`src/rtl/pic_8259_pkg.sv`:
```
// rtl/pic_8259_pkg.sv - shared states, bit positions and defaults for the 8259A command front end
package pic_8259_pkg;

   typedef enum logic [2:0] {
      ST_IDLE      = 3'd0,
      ST_WAIT_ICW2 = 3'd1,
      ST_WAIT_ICW3 = 3'd2,
      ST_WAIT_ICW4 = 3'd3,
      ST_READY     = 3'd4
   } pic_state_t;

   localparam logic [7:0] IMR_RESET_DEFAULT = 8'hFF;

   // With A0=0, D4 separates ICW1 from OCWs and D3 separates OCW3 from OCW2
   localparam int CMD_ICW1_BIT = 4;
   localparam int CMD_OCW3_BIT = 3;

   localparam int ICW1_IC4  = 0;
   localparam int ICW1_SNGL = 1;
   localparam int ICW1_LTIM = 3;

   localparam int ICW4_AEOI = 1;
   localparam int ICW4_SFNM = 4;

   localparam int OCW2_R   = 7;
   localparam int OCW2_SL  = 6;
   localparam int OCW2_EOI = 5;

   localparam int OCW3_ESMM = 6;
   localparam int OCW3_SMM  = 5;
   localparam int OCW3_P    = 2;
   localparam int OCW3_RR   = 1;
   localparam int OCW3_RIS  = 0;

   function automatic pic_state_t next_after_icw2(input logic sngl, input logic ic4);
      if (!sngl)
         return ST_WAIT_ICW3;
      else if (ic4)
         return ST_WAIT_ICW4;
      else
         return ST_READY;
   endfunction

   function automatic pic_state_t next_after_icw3(input logic ic4);
      return ic4 ? ST_WAIT_ICW4 : ST_READY;
   endfunction

endpackage

```
`src/rtl/pic_bus_strobe_detect.sv`:
```
// rtl/pic_bus_strobe_detect.sv - bus input registers and rising-edge write strobe
module pic_bus_strobe_detect
   import pic_8259_pkg::*;
(
   input  logic       i_clock,
   input  logic       i_reset,
   input  logic       i_cs_n,
   input  logic       i_we_n,
   input  logic       i_a0,
   input  logic [7:0] i_data,
   output logic       o_wr_strobe,
   output logic       o_wr_a0,
   output logic [7:0] o_wr_data
);

   logic       r_cs_q;
   logic       r_we_q;
   logic       r_a0_q;
   logic [7:0] r_d_q;
   logic       r_wr_strobe;
   logic       r_wr_a0;
   logic [7:0] r_wr_data;
   logic       w_strobe;

   // Write completes on the low-to-high transition of the strobe while selected
   assign w_strobe = !r_cs_q && !r_we_q && i_we_n;

   always_ff @(posedge i_clock or posedge i_reset) begin
      if (i_reset) begin
         r_cs_q      <= 1'b1;
         r_we_q      <= 1'b1;
         r_a0_q      <= 1'b0;
         r_d_q       <= 8'h00;
         r_wr_strobe <= 1'b0;
         r_wr_a0     <= 1'b0;
         r_wr_data   <= 8'h00;
      end else begin
         r_cs_q      <= i_cs_n;
         r_we_q      <= i_we_n;
         r_a0_q      <= i_a0;
         r_d_q       <= i_data;
         r_wr_strobe <= w_strobe;
         // Address/data come from the last sample taken while the strobe was low
         r_wr_a0     <= r_a0_q;
         r_wr_data   <= r_d_q;
      end
   end

   assign o_wr_strobe = r_wr_strobe;
   assign o_wr_a0     = r_wr_a0;
   assign o_wr_data   = r_wr_data;

endmodule

```
`src/rtl/pic_control_sequencer.sv`:
```
// rtl/pic_control_sequencer.sv - ICW/OCW decode, init sequencer and register read mux
module pic_control_sequencer
   import pic_8259_pkg::*;
#(
   parameter logic [7:0] IMR_RESET = IMR_RESET_DEFAULT
)
(
   input  logic       clock,
   input  logic       reset,
   input  logic       chip_select,
   input  logic       write_enable,
   input  logic       read_enable,
   input  logic       A0,
   input  logic [7:0] data_bus_in,
   input  logic [7:0] irr_in,
   input  logic [7:0] isr_in,
   output logic [7:0] data_out,
   output logic       data_out_enable,
   output logic       init_done,
   output logic [4:0] vector_base,
   output logic       level_triggered,
   output logic       single_mode,
   output logic [7:0] cascade_config,
   output logic       auto_eoi,
   output logic       special_fully_nested,
   output logic [7:0] imr,
   output logic       eoi_pulse,
   output logic       eoi_specific,
   output logic [2:0] eoi_level,
   output logic       rotate,
   output logic       read_isr_select,
   output logic       special_mask,
   output logic       poll_pulse
);

   logic       w_wr_strobe;
   logic       w_wr_a0;
   logic [7:0] w_wr_data;

   pic_state_t r_state;
   logic       r_ic4;
   logic       r_init_done;
   logic [4:0] r_vector_base;
   logic       r_ltim;
   logic       r_sngl;
   logic [7:0] r_cascade;
   logic       r_aeoi;
   logic       r_sfnm;
   logic [7:0] r_imr;
   logic       r_eoi_pulse;
   logic       r_eoi_specific;
   logic [2:0] r_eoi_level;
   logic       r_rotate;
   logic       r_read_isr;
   logic       r_smm;
   logic       r_poll_pulse;

   pic_bus_strobe_detect u_strobe (
      .i_clock     (clock),
      .i_reset     (reset),
      .i_cs_n      (chip_select),
      .i_we_n      (write_enable),
      .i_a0        (A0),
      .i_data      (data_bus_in),
      .o_wr_strobe (w_wr_strobe),
      .o_wr_a0     (w_wr_a0),
      .o_wr_data   (w_wr_data)
   );

   always_ff @(posedge clock or posedge reset) begin
      if (reset) begin
         r_state        <= ST_IDLE;
         r_ic4          <= 1'b0;
         r_init_done    <= 1'b0;
         r_vector_base  <= 5'h00;
         r_ltim         <= 1'b0;
         r_sngl         <= 1'b0;
         r_cascade      <= 8'h00;
         r_aeoi         <= 1'b0;
         r_sfnm         <= 1'b0;
         r_imr          <= IMR_RESET;
         r_eoi_pulse    <= 1'b0;
         r_eoi_specific <= 1'b0;
         r_eoi_level    <= 3'd0;
         r_rotate       <= 1'b0;
         r_read_isr     <= 1'b0;
         r_smm          <= 1'b0;
         r_poll_pulse   <= 1'b0;
      end else begin
         r_eoi_pulse  <= 1'b0;
         r_poll_pulse <= 1'b0;
         if (w_wr_strobe) begin
            if (!w_wr_a0 && w_wr_data[CMD_ICW1_BIT]) begin
               // ICW1 restarts initialisation from any state
               r_ltim      <= w_wr_data[ICW1_LTIM];
               r_sngl      <= w_wr_data[ICW1_SNGL];
               r_ic4       <= w_wr_data[ICW1_IC4];
               r_imr       <= 8'h00;
               r_init_done <= 1'b0;
               r_smm       <= 1'b0;
               r_read_isr  <= 1'b0;
               r_aeoi      <= 1'b0;
               r_sfnm      <= 1'b0;
               r_cascade   <= 8'h00;
               r_state     <= ST_WAIT_ICW2;
            end else if (w_wr_a0) begin
               case (r_state)
                  ST_WAIT_ICW2: begin
                     r_vector_base <= w_wr_data[7:3];
                     r_state       <= next_after_icw2(r_sngl, r_ic4);
                     if (next_after_icw2(r_sngl, r_ic4) == ST_READY)
                        r_init_done <= 1'b1;
                  end
                  ST_WAIT_ICW3: begin
                     r_cascade <= w_wr_data;
                     r_state   <= next_after_icw3(r_ic4);
                     if (next_after_icw3(r_ic4) == ST_READY)
                        r_init_done <= 1'b1;
                  end
                  ST_WAIT_ICW4: begin
                     r_aeoi      <= w_wr_data[ICW4_AEOI];
                     r_sfnm      <= w_wr_data[ICW4_SFNM];
                     r_state     <= ST_READY;
                     r_init_done <= 1'b1;
                  end
                  ST_READY: r_imr <= w_wr_data;
                  default: ;
               endcase
            end else if (r_state == ST_READY) begin
               if (!w_wr_data[CMD_OCW3_BIT]) begin
                  if (w_wr_data[OCW2_EOI]) begin
                     r_eoi_pulse    <= 1'b1;
                     r_eoi_specific <= w_wr_data[OCW2_SL];
                     r_eoi_level    <= w_wr_data[2:0];
                     r_rotate       <= w_wr_data[OCW2_R];
                  end
               end else begin
                  if (w_wr_data[OCW3_RR])
                     r_read_isr <= w_wr_data[OCW3_RIS];
                  if (w_wr_data[OCW3_ESMM])
                     r_smm <= w_wr_data[OCW3_SMM];
                  if (w_wr_data[OCW3_P])
                     r_poll_pulse <= 1'b1;
               end
            end
         end
      end
   end

   assign data_out_enable = !chip_select && !read_enable;
   assign data_out        = A0 ? r_imr : (r_read_isr ? isr_in : irr_in);

   assign init_done            = r_init_done;
   assign vector_base          = r_vector_base;
   assign level_triggered      = r_ltim;
   assign single_mode          = r_sngl;
   assign cascade_config       = r_cascade;
   assign auto_eoi             = r_aeoi;
   assign special_fully_nested = r_sfnm;
   assign imr                  = r_imr;
   assign eoi_pulse            = r_eoi_pulse;
   assign eoi_specific         = r_eoi_specific;
   assign eoi_level            = r_eoi_level;
   assign rotate               = r_rotate;
   assign read_isr_select      = r_read_isr;
   assign special_mask         = r_smm;
   assign poll_pulse           = r_poll_pulse;

endmodule

```
`config.mk`:
```
export PLATFORM = sky130hd
export DESIGN_NAME = pic_control_sequencer
export DESIGN_NICKNAME = d
export VERILOG_FILES = /design/src/rtl/pic_8259_pkg.sv /design/src/rtl/pic_bus_strobe_detect.sv /design/src/rtl/pic_control_sequencer.sv
export SDC_FILE = /design/constraint.sdc
export NUM_CORES = 1
export LEC_CHECK = 0
export CAP_MARGIN = 10
export CORE_AREA = 5 5 95 97
export DETAILED_ROUTE_END_ITERATION = 10
export DIE_AREA = 0 0 100 102
export PLACE_DENSITY = 0.57
export SETUP_SLACK_MARGIN = 0.3
export SLEW_MARGIN = 10
export SYNTH_ARGS = -nofsm -noshare
export SYNTH_HDL_FRONTEND = slang
export SYNTH_SLANG_ARGS = --single-unit
```
`constraint.sdc`:
```
create_clock -name clock -period 5.65 [get_ports clock]
set_input_delay 1.13 -clock clock [delete_from_list [all_inputs] [get_ports clock]]
set_output_delay 1.13 -clock clock [all_outputs]
set_load 0.005 [all_outputs]
```
==> reports/results.txt <==
Top cell by count, worst path: clkdlybuf4s50_1
NumNets Final: 290
share of cells above drive strength 1: 15.1%
initial core utilization: 29.9%
internal power: 0.924 mW
clock root cell: clkbuf_8
Sequential Power Share: 47.3%
clock power share: 29.5%
Sw Share: 26.7%
Main synth FF type: dfrtp_1
layout filler cell count: 767
WHS Path Cells: 0
CP Capture Type: primary output
P_leak: 1.41 nW
layout overhead on the synthesized area: 41.7%
min-delay src: u_strobe.r_d_q[0]
CTS tree: built
WS Path Type: primary input to primary output
die width: 100 µm
vias per cell: 4.77
final setup fails: 0
Post-CTS Hold Fix Bufs: 0
worst skew pair latency: 0.34 ns
relative slew slack: 31.4%
# clock sinks: 60
Seq cells post-synth: 60
cell row count: 33
cells on worst reg2reg path: 3
# IOs: 74
first-pass GRT wire length: 9940 µm
H-tree levels: 3
via count of the first global-routing pass: 1894
CP Data Required Time: 4.52 ns
initial antenna violation count: 0
Final Critical Period: 3.74 ns
Max Freq: 0.268 GHz
largest net degree at the start of global routing: 61
Post-synth EDFFs: 0
synthesized area: 2410 µm²
DRT Pass-1 Iters: 4
total CTS buffers: 9
Ant. Diodes: 0
Tot Pwr: 1.26 mW
Final ANT Viol Nets: 0
critical path's largest stage delay: 0.75 ns
Synth warnings: 0
Max VDD drop: 0.000193 V
Gate Count Post-Synth: 185
unrepaired setup endpoints after global routing: no
fin util: 42.4%
setup slack, reg-to-reg: 3.56 ns
worst path cell trace: clkdlybuf4s50_1, nand2_1, o21ai_0, clkdlybuf4s50_1
Startpoint Class: primary input
Post-CTS Setup Inserts: 0
Psw: 0.336 mW
Critical Path AT: 2.61 ns
Final Hold Violating Endpoints: 0
DR iter-0 viols: 89
Placeable Area: 8050 µm²
r2r endpoint: vector_base[1]
syn_nets: 215
most frequent cells in the layout: clkdlybuf4s50_1, dfrtp_1, nand2_1
critical path fanouts, max: 17
final WL: 6040 µm
post-synth cell types: 36
port buffer count: 73
die area: 10200 µm²
setup TNS: 0 ns
PwrDens: 369 nW/µm²
clk_skew: 0.0101 ns
wire per inst: 16.3 µm
Slew @ Worst Pin: 1.02 ns
gr usage total: 12.7%
post-cts resize count: 0
status: complete, no violations
clk slew on worst S/H paths: 0.06 ns
area of the multi-input gates: 825 µm²
pre-CTS setup slack: 1.93 ns
crit path max-delay cell type: clkdlybuf4s50_1
Longest Clk Path Bufs: 2
Vias: 1766
RD Place Congestion: 0.774
Detail Placement HPWL: 4200 µm
most common cell after layout, fill and taps aside: clkdlybuf4s50_1
async set or reset register ratio after synthesis: 100%
Final Cycle Share: 66.1%
Max Cap Viol: 0
final slew viol count: 0
Logic pwr share: 23.2%
register area: 1510 µm²
Die Ht: 102 µm
Final WS setup: 1.91 ns
GRT Residual Overflow: 0
Syn Area/Cell: 13.0 µm²
hold worst-path end: u_strobe.o_wr_data[0]
sequential fraction of the synthesis area: 62.9%
# DRC: 0
Min-Delay Path Class: flop to flop
RR Startpoint: u_strobe.o_wr_a0
synth_stat cells (2+ instances only):
cell      instances  area share, %
dfrtp_1          50             52
nand2_1          18            2.8
a22o_1           14            5.1
o21ai_0          14            2.9
dfstp_2          10             11
mux2i_1           8            3.3
mux2_2            7            3.3
clkbuf_1          6           0.93
mux2_4            5            3.1
nand3_1           5            1.0
inv_1             4           0.62
o211ai_1          4            1.2
a21oi_1           3           0.62
a31oi_1           3           0.78
nand2b_1          3           0.78
nand3b_1          3           0.93
and3b_1           2           0.73
buf_2             2           0.42
buf_6             2           0.93
nor2b_1           2           0.52
nor3_1            2           0.42
o21ai_1           2           0.42
o22ai_1           2           0.52
o41ai_1           2           0.73
per-stage QoR:
step           hold slack (ns)  area (µm²)  instances
5_1_grt                  0.353        3410        370
2_1_floorplan            0.331        2410        185
4_1_cts                  0.351        3410        370
3_5_place_dp             0.335        3220        354
3_3_place_gp             0.332        3220        354
6_report                 0.348        3410        370
power groups by stage:
stage	logic (mW)	clock network, mW	registers (mW)
6_report	0.292	0.371	0.596
5_1_grt	0.317	0.400	0.611
4_1_cts	0.297	0.381	0.598
3_5_place_dp	0.293	0	0.602
3_3_place_gp	0.289	0	0.605
2_1_floorplan	0.146	0	0.570
state kept, by name, summed over array words and instances (netlist names), 3 cells and up:
register	count
u_strobe.o_wr_data	8
r_state	3
imr	8
cascade_config	8
u_strobe.r_d_q	8
eoi_level	3
vector_base	5
worst max-delay path by stage:
stage | cells after the start | to | startpoint | slack (ns)
5_1_grt | 4 | data_out[0] | A0 | 1.79
4_1_cts | 4 | data_out[4] | A0 | 1.92
6_report | 4 | data_out[4] | A0 | 1.91
3_3_place_gp | 4 | data_out[5] | A0 | 1.97
2_1_floorplan | 3 | data_out[6] | A0 | 3.00
3_5_place_dp | 4 | data_out[4] | A0 | 1.93
per-layer routing:
| layer | vias to the layer above | track usage (%) | share of wire (%) |
|---|---|---|---|
| met5 | - | 0 | 0 |
| met4 | 0 | 4.35 | 2.2 |
| met3 | 12 | 6.01 | 6.2 |
| met2 | 56 | 20.0 | 48 |
| met1 | 871 | 15.4 | 43 |
| li1 | 827 | - | - |
critical path: cells and delay by family:
family / cells / cell delay [ns]
buffers and inverters: 2 / 1.29
AO/OA/AOI/OAI: 1 / 0.10
AND/OR/NAND/NOR: 1 / 0.08
kinds of logic (layout without fill, tap and decap cells):
family,after synthesis,count (layout),share of synthesized area (%)
flip-flops,60,60,62.9
AND/OR/NAND/NOR,44,44,11.2
buffers and inverters,14,94,2.91
AO/OA/AOI/OAI,47,47,13.4
multiplexers,20,20,9.71
layout make-up:
cell class / instances / share of cell area [%]
inverters: 4 / 0.440
clock buffers: 13 / 4.36
well taps: 105 / 3.85
multi-input cells: 111 / 24.2
clock inverters: 3 / 1.17
repair buffers: 74 / 21.6
flip-flops and latches: 60 / 44.4
Note: power is estimated with default switching activity, not from simulation.
==> variant, RTL diff (config.mk and constraints unchanged) <==
Take the reset off `r_wr_data` and load it in a clocked block of its own.
--- a/src/rtl/pic_bus_strobe_detect.sv
+++ b/src/rtl/pic_bus_strobe_detect.sv
@@ -33,7 +33,6 @@
          r_d_q       <= 8'h00;
          r_wr_strobe <= 1'b0;
          r_wr_a0     <= 1'b0;
-         r_wr_data   <= 8'h00;
       end else begin
          r_cs_q      <= i_cs_n;
          r_we_q      <= i_we_n;
@@ -42,8 +41,11 @@
          r_wr_strobe <= w_strobe;
          // Address/data come from the last sample taken while the strobe was low
          r_wr_a0     <= r_a0_q;
-         r_wr_data   <= r_d_q;
       end
+   end
+
+   always_ff @(posedge i_clock) begin
+      r_wr_data <= r_d_q;
    end
 
    assign o_wr_strobe = r_wr_strobe;
Check against the original RTL: same outputs for any inputs over 10 cycles, from zero or initial values and one cycle with reset high; that may be too few to reach the edited logic, so the function may still have changed.
==> variant against the original RTL <==
  * Wire length down 7.7%
  * Total power increased by 4.8%
  * Sequential share of layout area fell by 1.4 points
  * Final area grew 0.62%
  * Sequential power grew 1%
  * Area after synthesis decreased by 0.52%
  * Fmax fell by 0.56%
  * Die area stayed put
  * Register-to-register slack better by 330 ps
  * Setup slack got worse by 21 ps
  * Core utilization increased by 0.26 points
  * Global-route usage decreased by 0.95 points
  * Clock power up 5%
  * Sequential cell count did not move
  * Largest power group unchanged
==> variant: results <==
metrics = {
    "cells_and_area": {
        "nets": 325,
        "drive_above_1_share": 0.150,
        "nFillCells": 806,
    },
    "setup_path": {
        "reg2regPathDepth": 3,
        "r2r_setup_slack_ps": 3890,
        "slowest_delay_ps": 760,
        "worst_path_max_delay_cell": "clkdlybuf4s50_1",
        "cp_top_family": "buffers and inverters",
        "r2r_end": "cascade_config[2]",
        "arrival_ps": 2630,
    },
    "synthesis": {
        "async_reset_ff_frac": 0.867,
        "synth.distinct_cells": 38,
        "synth_nets": 250,
        "synth_warnings": 0,
        "ys_seq_area_frac": 0.615,
        "synth_area_leaders": "dfrtp_1 44%, dfstp_2 11%, nand2_1 8.8%",
        "synth_area_per_cell_um2": 10.9,
        "synth_common_cells": "56 x nand2_1, 42 x dfrtp_1, 26 x o21ai_0",
    },
    "power": {
        "p_leak_nw": 1.43,
        "vdd_ir_drop_max_v": 0.000232,
    },
    "sta": {
        "clock_skew_ps": 7.32,
        "fin_hold_ws_ps": 339,
        "relSlewSlack": 0.370,
    },
    "place": {
        "dp_hpwl_mm": 3.92,
        "gp_congestion": 0.832,
        "dp_cells": 388,
        "port_buffers": 73,
    },
    "min_path": {
        "hold_start": "u_strobe.r_d_q[2]",
        "hold_end": "u_strobe.o_wr_data[2]",
    },
    "detailed_routing": {
        "dr.pass1.iters": 4,
        "via_per_inst": 4.44,
        "drt_iter0_drc": 86,
        "post_drt_wl_per_cell_um": 13.8,
        "wl_mm": 5.57,
    },
    "cts": {
        "htreeDepth": 3,
        "cts_buffers": 9,
        "ctsResizeCount": 0,
    },
    "global_routing": {
        "grt_pass1_wl_mm": 9.20,
        "grt_max_degree": 53,
        "grtUsageTotal": 0.117,
    },
    "run_status": {
        "status": "finished clean",
    },
}
## variant: cell types whose count changed in the layout (fill, tap and decap cells not counted), sizes merged, moves of 8 or more
cell and change:
dfxtp +8, nand2 +38, o21ai +11, a22o -14, nor2 +9, dfrtp -8
## variant: cells by family after synthesis
| group | count (synthesis) | synth area share |
|---|---|---|
| and+or+nand+nor | 86 | 0.173 |
| DFF | 60 | 0.615 |
| AOI/OAI and AO/OA | 38 | 0.0914 |
| muxes | 20 | 0.0888 |
| buffers and inverters | 15 | 0.0282 |
| xor gates and xnor gates | 1 | 0.00366 |
## variant: power breakdown
part	internal [mW]	total [mW]	switching, mW
registers	0.524	0.602	0.0776
logic	0.213	0.330	0.118
clock network	0.227	0.388	0.161
## variant: per-layer routing
layer / part of all wire / track usage / routed length (µm) / up-vias
li1: - / - / - / 891
met1: 0.46 / 0.157 / 2560 / 827
met2: 0.42 / 0.163 / 2360 / 75
met3: 0.11 / 0.0594 / 590 / 6
met4: 0.011 / 0.0435 / 61 / 0
met5: 0 / 0 / 0 / -
## variant: metrics by stage
step	cell area, µm²	setup slack, ps	util
final	3430	1890	0.426
after global routing	3430	1730	0.426
after CTS	3410	1860	0.424
after detailed placement	3210	1880	0.399
after global placement	3210	1960	0.399
after floorplan	2400	3000	-
## variant: worst max-delay path by stage
stage,from,endpoint,slack (ps),cells after the start
floorplan,A0,data_out[6],3000,3
global placement,A0,data_out[0],1960,4
detailed placement,A0,data_out[5],1880,4
CTS,A0,data_out[5],1860,4
global route,A0,data_out[3],1730,4
finish,A0,data_out[5],1890,4
## variant: layout make-up
type,count,area [µm²],area share
sequential,60,1470,0.429
multi-input combinational,145,855,0.249
timing repair buffer,74,751,0.219
clock buffer,12,155,0.0452
tap,105,131,0.0383
clock inverter,4,48.8,0.0142
inverter,5,18.8,0.00547
